===== src/rtl/conv_ofmap_writer.sv =====
// Output-map writeback engine: sums PE-row psums per column with saturation,
// buffers whole rows and streams them to DRAM one word per cycle.
module conv_ofmap_writer #(
  parameter int unsigned INWIDTH    = 16,
  parameter int unsigned IN_FRAC    = 12,
  parameter int unsigned FIL_S      = 3,
  parameter int unsigned DO_W       = 5,
  parameter int unsigned DO_H       = 5,
  parameter int unsigned ADDR_W     = 8,
  parameter int unsigned BASE_ADDR  = 0,
  parameter int unsigned FIFO_DEPTH = 2
) (
  input  logic                             clk,
  input  logic                             rst,
  input  logic                             en,
  input  logic                             row_valid,
  output logic                             row_ready,
  input  logic [FIL_S*DO_W*INWIDTH-1:0]    psum_in,
  output logic                             mem_we,
  input  logic                             mem_ready,
  output logic [ADDR_W-1:0]                mem_addr,
  output logic [INWIDTH-1:0]               mem_wdata,
  output logic                             busy,
  output logic                             done,
  output logic                             ovf_flag
);

  localparam int unsigned SUM_W = INWIDTH + 2;
  localparam int unsigned ROW_W = DO_W * INWIDTH;
  localparam int unsigned WORDS = DO_W * DO_H;
  localparam int unsigned PTR_W = (FIFO_DEPTH > 1) ? $clog2(FIFO_DEPTH) : 1;
  localparam int unsigned CNT_W = $clog2(FIFO_DEPTH + 1);
  localparam int unsigned RIN_W = $clog2(DO_H + 1);
  localparam int unsigned WO_W  = (WORDS > 1) ? $clog2(WORDS) : 1;
  localparam int unsigned COL_W = (DO_W > 1) ? $clog2(DO_W) : 1;

  localparam logic signed [SUM_W-1:0] SAT_MAX = {3'b000, {(INWIDTH-1){1'b1}}};
  localparam logic signed [SUM_W-1:0] SAT_MIN = {3'b111, {(INWIDTH-1){1'b0}}};

  // The fixed-point format is passed through untouched; only sanity-check it.
  if (IN_FRAC >= INWIDTH) begin : g_bad_frac
    $error("IN_FRAC must be smaller than INWIDTH");
  end

  typedef enum logic [1:0] {StIdle, StRun, StDone} state_e;

  state_e                  state_q, state_d;
  logic [ROW_W-1:0]        fifo_mem [FIFO_DEPTH];
  logic [PTR_W-1:0]        wr_ptr_q, rd_ptr_q;
  logic [CNT_W-1:0]        fifo_cnt_q;
  logic [RIN_W-1:0]        rows_in_q;
  logic [WO_W-1:0]         words_out_q;
  logic [COL_W-1:0]        col_q;
  logic [ROW_W-1:0]        row_sr_q;
  logic                    wr_valid_q;
  logic [ADDR_W-1:0]       addr_q;
  logic                    ovf_q;

  logic                    start, row_fire, wr_fire, last_col, pop;
  logic [ROW_W-1:0]        sum_row;
  logic                    any_sat;
  logic signed [SUM_W-1:0] acc;
  logic [INWIDTH-1:0]      elem;

  assign start     = (state_q == StIdle) && en;
  assign row_ready = (state_q == StRun) && (fifo_cnt_q < CNT_W'(FIFO_DEPTH)) &&
                     (rows_in_q < RIN_W'(DO_H));
  assign row_fire  = row_valid && row_ready;
  assign wr_fire   = wr_valid_q && mem_ready;
  assign last_col  = (col_q == COL_W'(DO_W - 1));
  // Reload at the same edge as the last column's accept so streaming has no bubble.
  assign pop       = (state_q == StRun) && (fifo_cnt_q != '0) &&
                     (!wr_valid_q || (wr_fire && last_col));

  assign mem_we    = wr_valid_q;
  assign mem_addr  = addr_q;
  assign mem_wdata = row_sr_q[INWIDTH-1:0];
  assign ovf_flag  = ovf_q;

  // Column-wise sign-extended psum sum with clamp to the INWIDTH range.
  always_comb begin
    sum_row = '0;
    any_sat = 1'b0;
    acc     = '0;
    elem    = '0;
    for (int c = 0; c < DO_W; c++) begin
      acc = '0;
      for (int r = 0; r < FIL_S; r++) begin
        elem = psum_in[(r*DO_W+c)*INWIDTH +: INWIDTH];
        acc  = acc + {{2{elem[INWIDTH-1]}}, elem};
      end
      if (acc > SAT_MAX) begin
        sum_row[c*INWIDTH +: INWIDTH] = {1'b0, {(INWIDTH-1){1'b1}}};
        any_sat = 1'b1;
      end else if (acc < SAT_MIN) begin
        sum_row[c*INWIDTH +: INWIDTH] = {1'b1, {(INWIDTH-1){1'b0}}};
        any_sat = 1'b1;
      end else begin
        sum_row[c*INWIDTH +: INWIDTH] = acc[INWIDTH-1:0];
      end
    end
  end

  // FSM next state and status outputs.
  always_comb begin
    state_d = state_q;
    busy    = 1'b0;
    done    = 1'b0;
    case (state_q)
      StIdle: if (en) state_d = StRun;
      StRun: begin
        busy = 1'b1;
        if (wr_fire && (words_out_q == WO_W'(WORDS - 1))) state_d = StDone;
      end
      StDone: begin
        busy    = 1'b1;
        done    = 1'b1;
        state_d = StIdle;
      end
      default: state_d = StIdle;
    endcase
  end

  // FSM state register.
  always_ff @(posedge clk) begin
    if (rst) state_q <= StIdle;
    else     state_q <= state_d;
  end

  // Row storage; contents are don't-care while the occupancy count is zero.
  always_ff @(posedge clk) begin
    if (row_fire) fifo_mem[wr_ptr_q] <= sum_row;
  end

  // FIFO pointers, counters, writer shift register and address generation.
  always_ff @(posedge clk) begin
    if (rst) begin
      wr_ptr_q    <= '0;
      rd_ptr_q    <= '0;
      fifo_cnt_q  <= '0;
      rows_in_q   <= '0;
      words_out_q <= '0;
      col_q       <= '0;
      row_sr_q    <= '0;
      wr_valid_q  <= 1'b0;
      addr_q      <= '0;
      ovf_q       <= 1'b0;
    end else if (start) begin
      wr_ptr_q    <= '0;
      rd_ptr_q    <= '0;
      fifo_cnt_q  <= '0;
      rows_in_q   <= '0;
      words_out_q <= '0;
      col_q       <= '0;
      wr_valid_q  <= 1'b0;
      addr_q      <= ADDR_W'(BASE_ADDR);
      ovf_q       <= 1'b0;
    end else begin
      if (row_fire) begin
        wr_ptr_q  <= (wr_ptr_q == PTR_W'(FIFO_DEPTH - 1)) ? '0 : wr_ptr_q + 1'b1;
        rows_in_q <= rows_in_q + 1'b1;
        if (any_sat) ovf_q <= 1'b1;
      end
      if (pop) rd_ptr_q <= (rd_ptr_q == PTR_W'(FIFO_DEPTH - 1)) ? '0 : rd_ptr_q + 1'b1;
      if (row_fire && !pop)      fifo_cnt_q <= fifo_cnt_q + 1'b1;
      else if (!row_fire && pop) fifo_cnt_q <= fifo_cnt_q - 1'b1;

      if (wr_fire) begin
        words_out_q <= words_out_q + 1'b1;
        addr_q      <= addr_q + 1'b1;
      end
      if (pop) begin
        row_sr_q   <= fifo_mem[rd_ptr_q];
        wr_valid_q <= 1'b1;
        col_q      <= '0;
      end else if (wr_fire) begin
        if (last_col) begin
          wr_valid_q <= 1'b0;
        end else begin
          row_sr_q <= row_sr_q >> INWIDTH;
          col_q    <= col_q + 1'b1;
        end
      end
    end
  end

endmodule


===== config.mk =====
export PLATFORM = sky130hd
export DESIGN_NAME = conv_ofmap_writer
export DESIGN_NICKNAME = d
export VERILOG_FILES = /design/src/rtl/conv_ofmap_writer.sv
export SDC_FILE = /design/constraint.sdc
export NUM_CORES = 1
export LEC_CHECK = 0
export CORE_MARGIN = 2
export CORE_UTILIZATION = 30
export CTS_BUF_LIST = sky130_fd_sc_hd__clkbuf_8
export DETAILED_ROUTE_END_ITERATION = 8
export GPL_TIMING_DRIVEN = 0
export PLACE_DENSITY = 0.57
export SLEW_MARGIN = 20
export SYNTH_ARGS = -nofsm -noshare
export SYNTH_HDL_FRONTEND = slang
export SYNTH_SLANG_ARGS = --single-unit

===== constraint.sdc =====
create_clock -name clk -period 18.7 [get_ports clk]
set_input_delay 5.61 -clock clk [delete_from_list [all_inputs] [get_ports clk]]
set_output_delay 5.61 -clock clk [all_outputs]
set_load 0.1 [all_outputs]

==> reports/qor.txt, run 1 <==
Status: completed
Headroom to the max-slew limit: 28.1%
CTS Hold Bufs: 0
DRT antenna net count: 0
Nets: 2,246
IO buf count: 273
Fmax: 102 MHz
Synthesized area per cell: 10.9 sq um
Clock period minus worst slack: 9770 ps
FF+latch count, synth: 268
Via density: 4.78
Area share of the largest cell type after synthesis: 29.5%
Layout cells sized above 1: 6.46%
Flop pwr share: 37.4%
Initial core utilization: 30.3%
Netlist Area Pre-Place: 0.0163 sq mm
Syn Inst Count: 1,500
Commonest non-fill, non-tap cell in the layout: clkdlybuf4s50_1
Sequential area share after synthesis: 42.8%
Area growth from synthesis to layout: 27.8%
Global route overflow: 0
Chip width: 237 microns
DRC Markers: 0
Period Utilization, post-route: 52.3%
Placed Cells: 2,473
Pre-Repair DR Iteration Count: 6
Finished Core Util: 38.7%
Area leader, netlist: edfxtp_1
Worst-path maximum fanout: 7
Num rows: 85
Global-route wire length before repair: 65,900 microns
P per Cell Area: 97.6 mW/mm^2
Initial antenna violation count: 1
Placement-stage cell area: 0.0200 sq mm
CTS tree: done
Tot Pwr: 2.03 mW
Commonest cells after routing, fill and taps aside: clkdlybuf4s50_1, nor2_1, edfxtp_1, a21oi_1, dfxtp_1
P_int: 1.30 mW
Comb power frac: 39.6%
Vias: 12,216
Longest Clk Path Bufs: 3
Leak: 7.42 nW
Final hold vios: 0
Required @ worst endpoint: 19,100 ps
Largest cells by area after synthesis: edfxtp_1, dfxtp_1, fa_1
Worst-Skew Late Latency: 570 ps
Core Footprint: 0.0537 sq mm
Routed wire length per instance: 16.2 microns
Final Non-Filler Cells: 2,556
Detailed Route WL: 41,400 microns
Asr flop ratio synth: 0%
Largest net degree at the start of global routing: 47
Setup Fix Bufs, Post-CTS: 0
Slew Limit Fails: 0
Kind of critical path: primary input to register
Top FF cell, synth: edfxtp_1
Io pins: 274
Full die area: 0.0561 sq mm
Drt initial violations: 616
VDD IR max: 44.5 uV
Clk_skew: 45.1 ps
TNS Setup: 0 ps
H-tree Lvls: 2
RSZ-0062 raised after global routing: false
CP Capture Type: register
Die height: 237 microns
Min-Delay Path Class: register to register
Yosys warnings: 0
CTS sink cnt: 268
Arr. time, crit path: 10,180 ps
Clock power share: 23.0%
CTS clock-pin slew for the worst setup and hold paths: 60 ps
Vias in the first global route: 12,518
Total CTS buffers: 45
Switch Pwr: 0.728 mW
Post-CTS Resized: 0
Number of synthesized flops with an enable pin: 160
Dpl hpwl: 33,100 microns
Worst-Margin Slew: 1080 ps
Synth unique cells: 69
Post-synth net total: 1,922
Root Buffer: clkbuf_8
Total Routing Usage GR: 14.6%
Switching power share of the total: 35.9%
Maxcap violations: 0
Final setup violation count: 0
Worst setup SP type: primary input
Placer Congestion: 0.870
Finished Cell Area: 0.0208 sq mm
==> metal layers <==
metal	global-route usage [%]	vias to the layer above	share of wire, %
met5	0	-	0
met4	3.16	0	1.4
met3	1.68	44	3.9
met2	24.6	274	48
met1	20.2	5818	47
li1	-	6080	-
==> stage by stage <==
| stage | hold slack [ps] | setup WS, ps |
|---|---|---|
| after floorplan | 458 | 8590 |
| after global placement | 469 | 5750 |
| after detailed placement | 476 | 8230 |
| after CTS | 491 | 8830 |
| after global routing | 509 | 8620 |
| final | 489 | 8930 |
==> synthesized netlist by cell type (23+ instances only) <==
cell and instances:
ha_1 92, inv_1 45, fa_1 85, clkbuf_1 49, edfxtp_1 160, a211oi_1 74, xnor2_1 51, a21o_1 59
nand2_1 47, xor2_1 33, nor2_1 212, o21bai_1 23, a21oi_1 136, o21ai_0 37, mux2i_1 68, dfxtp_1 108
==> logic make-up after synthesis <==
family | share of synthesized area, %
multiplexers | 5.36
AO/OA/AOI/OAI | 17.2
AND/OR/NAND/NOR | 9.15
flip-flops | 42.8
adder cells (fa/ha/maj) | 17.5
buffers and inverters | 3.34
XOR/XNOR | 4.62
==> final cells by class <==
| type | count | area (sq um) |
|---|---|---|
| repair buffers | 277 | 2830 |
| inverters | 45 | 169 |
| flip-flops and latches | 268 | 6970 |
| clock buffers | 47 | 647 |
| clock inverters | 35 | 158 |
| multi-input cells | 1105 | 8780 |
| diodes | 1 | 2.50 |
| plain buffers | 82 | 374 |
| fillers | 5263 | 32900 |
| well taps | 696 | 871 |
==> path summary, 6_finish.rpt <==
check / start / endpoint / slack [ps] / cells past startpoint
hold reg to reg: row_sr_q[19] / row_sr_q[19] / 490 / 2
setup reg to reg: state_q[1] / row_sr_q[14] / 15640 / 9
hold / removal: row_sr_q[19] / row_sr_q[19] / 490 / 2
setup / recovery: psum_in[1] / ovf_flag / 8930 / 16
==> power by group through the flow <==
stage	registers, mW	logic (mW)	clock network (mW)
2_1_floorplan	0.776	0.536	0
5_1_grt	0.763	0.897	0.509
4_1_cts	0.759	0.813	0.480
3_5_place_dp	0.771	0.807	0
6_report	0.759	0.803	0.468
3_3_place_gp	0.779	0.782	0
==> state kept, by name (all words and copies together), names as in the netlist, named ones only <==
register     flops
fifo_mem       160
state_q          2
rows_in_q        3
mem_addr         8
words_out_q      5
wr_ptr_q         1
rd_ptr_q         1
mem_we           1
col_q            3
ovf_flag         1
row_sr_q        80
fifo_cnt_q       2
==> worst max-delay path: stages <==
cell and delay, ps:
clkdlybuf4s50_1 450, inv_1 50, fa_1 530, inv_1 40, ha_1 210, fa_1 430
a211oi_1 310, o211ai_1 140, nor3b_2 190, o41ai_2 440, o21ai_2 160, xor2_1 190
o21bai_1 630, nor3b_1 350, and4bb_1 320, a311oi_1 110
Note: power is estimated with default switching activity, not from simulation.
==> inputs of run 2 (changes only) <==
--- a/config.mk
+++ b/config.mk
@@ -10,7 +10,7 @@
 export CTS_BUF_LIST = sky130_fd_sc_hd__clkbuf_8
 export DETAILED_ROUTE_END_ITERATION = 8
 export GPL_TIMING_DRIVEN = 0
-export PLACE_DENSITY = 0.57
+export PLACE_DENSITY = 0.59
 export SLEW_MARGIN = 20
 export SYNTH_ARGS = -nofsm -noshare
 export SYNTH_HDL_FRONTEND = slang
==> constraint.sdc (replaced) <==
create_clock -name clk -period 8.4 [get_ports clk]
set_input_delay 2.52 -clock clk [delete_from_list [all_inputs] [get_ports clk]]
set_output_delay 2.52 -clock clk [all_outputs]
set_load 0.1 [all_outputs]
==> reports/qor.txt, run 2 (synthesis results as in run 1) <==
Status: completed
DP Worst Slack: 1030 ps
CP top delay family: compound AO/OA/AOI/OAI gates
Critical R2R Capture: row_sr_q[14]
DRT antenna net count: 0
Vias: 12,320
Slew Limit Fails: 0
Reg2reg setup slack: 5250 ps
Setup Fix Bufs, Post-CTS: 0
RSZ-0062 raised after global routing: false
TNS Setup: 0 ps
Top reg by flops: fifo_mem
Hold WS: 493 ps
P per Cell Area: 220 mW/mm^2
Max Used Layer: met4
Worst setup path end: fifo_mem[1][14]
Commonest non-fill, non-tap cell in the layout: clkdlybuf4s50_1
Fmax: 148 MHz
Required @ worst endpoint: 8590 ps
Via density: 4.82
Initial antenna violation count: 1
H-tree Lvls: 2
Placer Congestion: 0.840
Crit path largest cell delay: 530 ps
Max FFs per register: 160
Drt initial violations: 590
Root Buffer: clkbuf_8
Nets: 2,246
Tot Pwr: 4.59 mW
Finished Cell Area: 0.0209 sq mm
Die height: 237 microns
Final setup violation count: 0
# fillers: 5,206
DRC Markers: 0
Leak: 7.44 nW
Worst Setup SP: psum_in[1]
Core Footprint: 0.0537 sq mm
Worst setup SP type: primary input
Initial core utilization: 30.3%
Pre-Repair DR Iteration Count: 6
Full die area: 0.0561 sq mm
Arr. time, crit path: 6960 ps
WL met3: 1590 microns
Worst-path maximum fanout: 10
Placed Cells: 2,473
Met2 WL: 20,300 microns
Io pins: 274
Clk_skew: 38.0 ps
Maxcap violations: 0
Worst path bufs/invs: 4
Longest Clk Path Bufs: 3
Worst-Margin Slew: 1080 ps
Final worst slack: 1630 ps
CTS clock-pin slew for the worst setup and hold paths: 60 ps
Commonest cells after routing, fill and taps aside: clkdlybuf4s50_1, nor2_1, edfxtp_1, a21oi_1, dfxtp_1
Clock period minus worst slack: 6770 ps
VDD IR max: 91.3 uV
CTS tree: done
Total CTS buffers: 45
Dpl hpwl: 33,700 microns
Reg-to-reg startpoint: state_q[1]
Worst-Skew Late Latency: 560 ps
Global-route wire length before repair: 67,200 microns
R2R depth: 9
Min-Delay Path Class: register to register
CP Capture Type: register
Largest net degree at the start of global routing: 50
Placement-stage cell area: 0.0200 sq mm
Area growth from synthesis to layout: 28.2%
Final hold vios: 0
Headroom to the max-slew limit: 27.6%
Routed wire length per instance: 16.5 microns
Final Non-Filler Cells: 2,556
CTS Hold Bufs: 0
Critical path depth: 15
IO buf count: 273
Kind of critical path: primary input to register
Detailed Route WL: 42,100 microns
CTS sink cnt: 268
Total Routing Usage GR: 14.9%
Post-CTS Resized: 0
Layout cells sized above 1: 6.94%
Global route overflow: 0
Num rows: 85
Crit path cell chain: clkdlybuf4s50_1, inv_1, fa_1, inv_1, ha_1, fa_1, a211oi_1, o211ai_1, nor3b_2, o41ai_2, o21ai_2, o31ai_4, a21boi_2, clkbuf_1, o21ai_0
Chip width: 237 microns
Metal-1 WL: 19,400 microns
Crit path max-delay cell type: fa_1
Period Utilization, post-route: 80.6%
Finished Core Util: 38.8%
Vias in the first global route: 12,823
==> run 2: worst min-delay path by stage <==
stage	start	to	slack [ps]	depth (start not counted)
2_1_floorplan	row_sr_q[16]	row_sr_q[16]	460	2
3_3_place_gp	row_sr_q[19]	row_sr_q[19]	470	2
3_5_place_dp	row_sr_q[27]	row_sr_q[27]	480	2
4_1_cts	row_sr_q[56]	row_sr_q[56]	500	2
5_1_grt	words_out_q[1]	words_out_q[1]	520	2
6_report	row_sr_q[1]	row_sr_q[1]	490	2
==> run 2: area by class of cell <==
| class | count | area [sq um] | area share (%) |
|---|---|---|---|
| timing repair buffer | 277 | 2830 | 13.6 |
| multi-input combinational | 1105 | 8780 | 42.1 |
| sequential | 268 | 6970 | 33.4 |
| buffer | 82 | 374 | 1.79 |
| inverter | 45 | 169 | 0.810 |
| clock buffer | 51 | 702 | 3.36 |
| antenna | 1 | 2.50 | 0.0120 |
| clock inverter | 31 | 168 | 0.804 |
| tap | 696 | 871 | 4.17 |
==> run 2: where the power goes <==
part           switching, mW  total, mW  internal, mW
registers             0.0338       1.69          1.66
clock network          0.520       1.11         0.588
logic                   1.07       1.79         0.719
total                   1.62       4.59          2.96
==> run 2: per-layer routing <==
metal	up-vias	GRT usage, %
li1	6071	-
met5	-	0
met3	51	1.68
met2	265	25.8
met1	5933	19.9
met4	0	3.41
==> run 2: worst reg2reg max path, stage by stage (launching register included) <==
cell and delay (ps):
dfxtp_1 350, inv_1 100, ha_1 240, o21ai_0 120, a21oi_1 220, o21ai_1 890, clkbuf_1 510, buf_1 410
a21oi_1 130, nor2_1 110
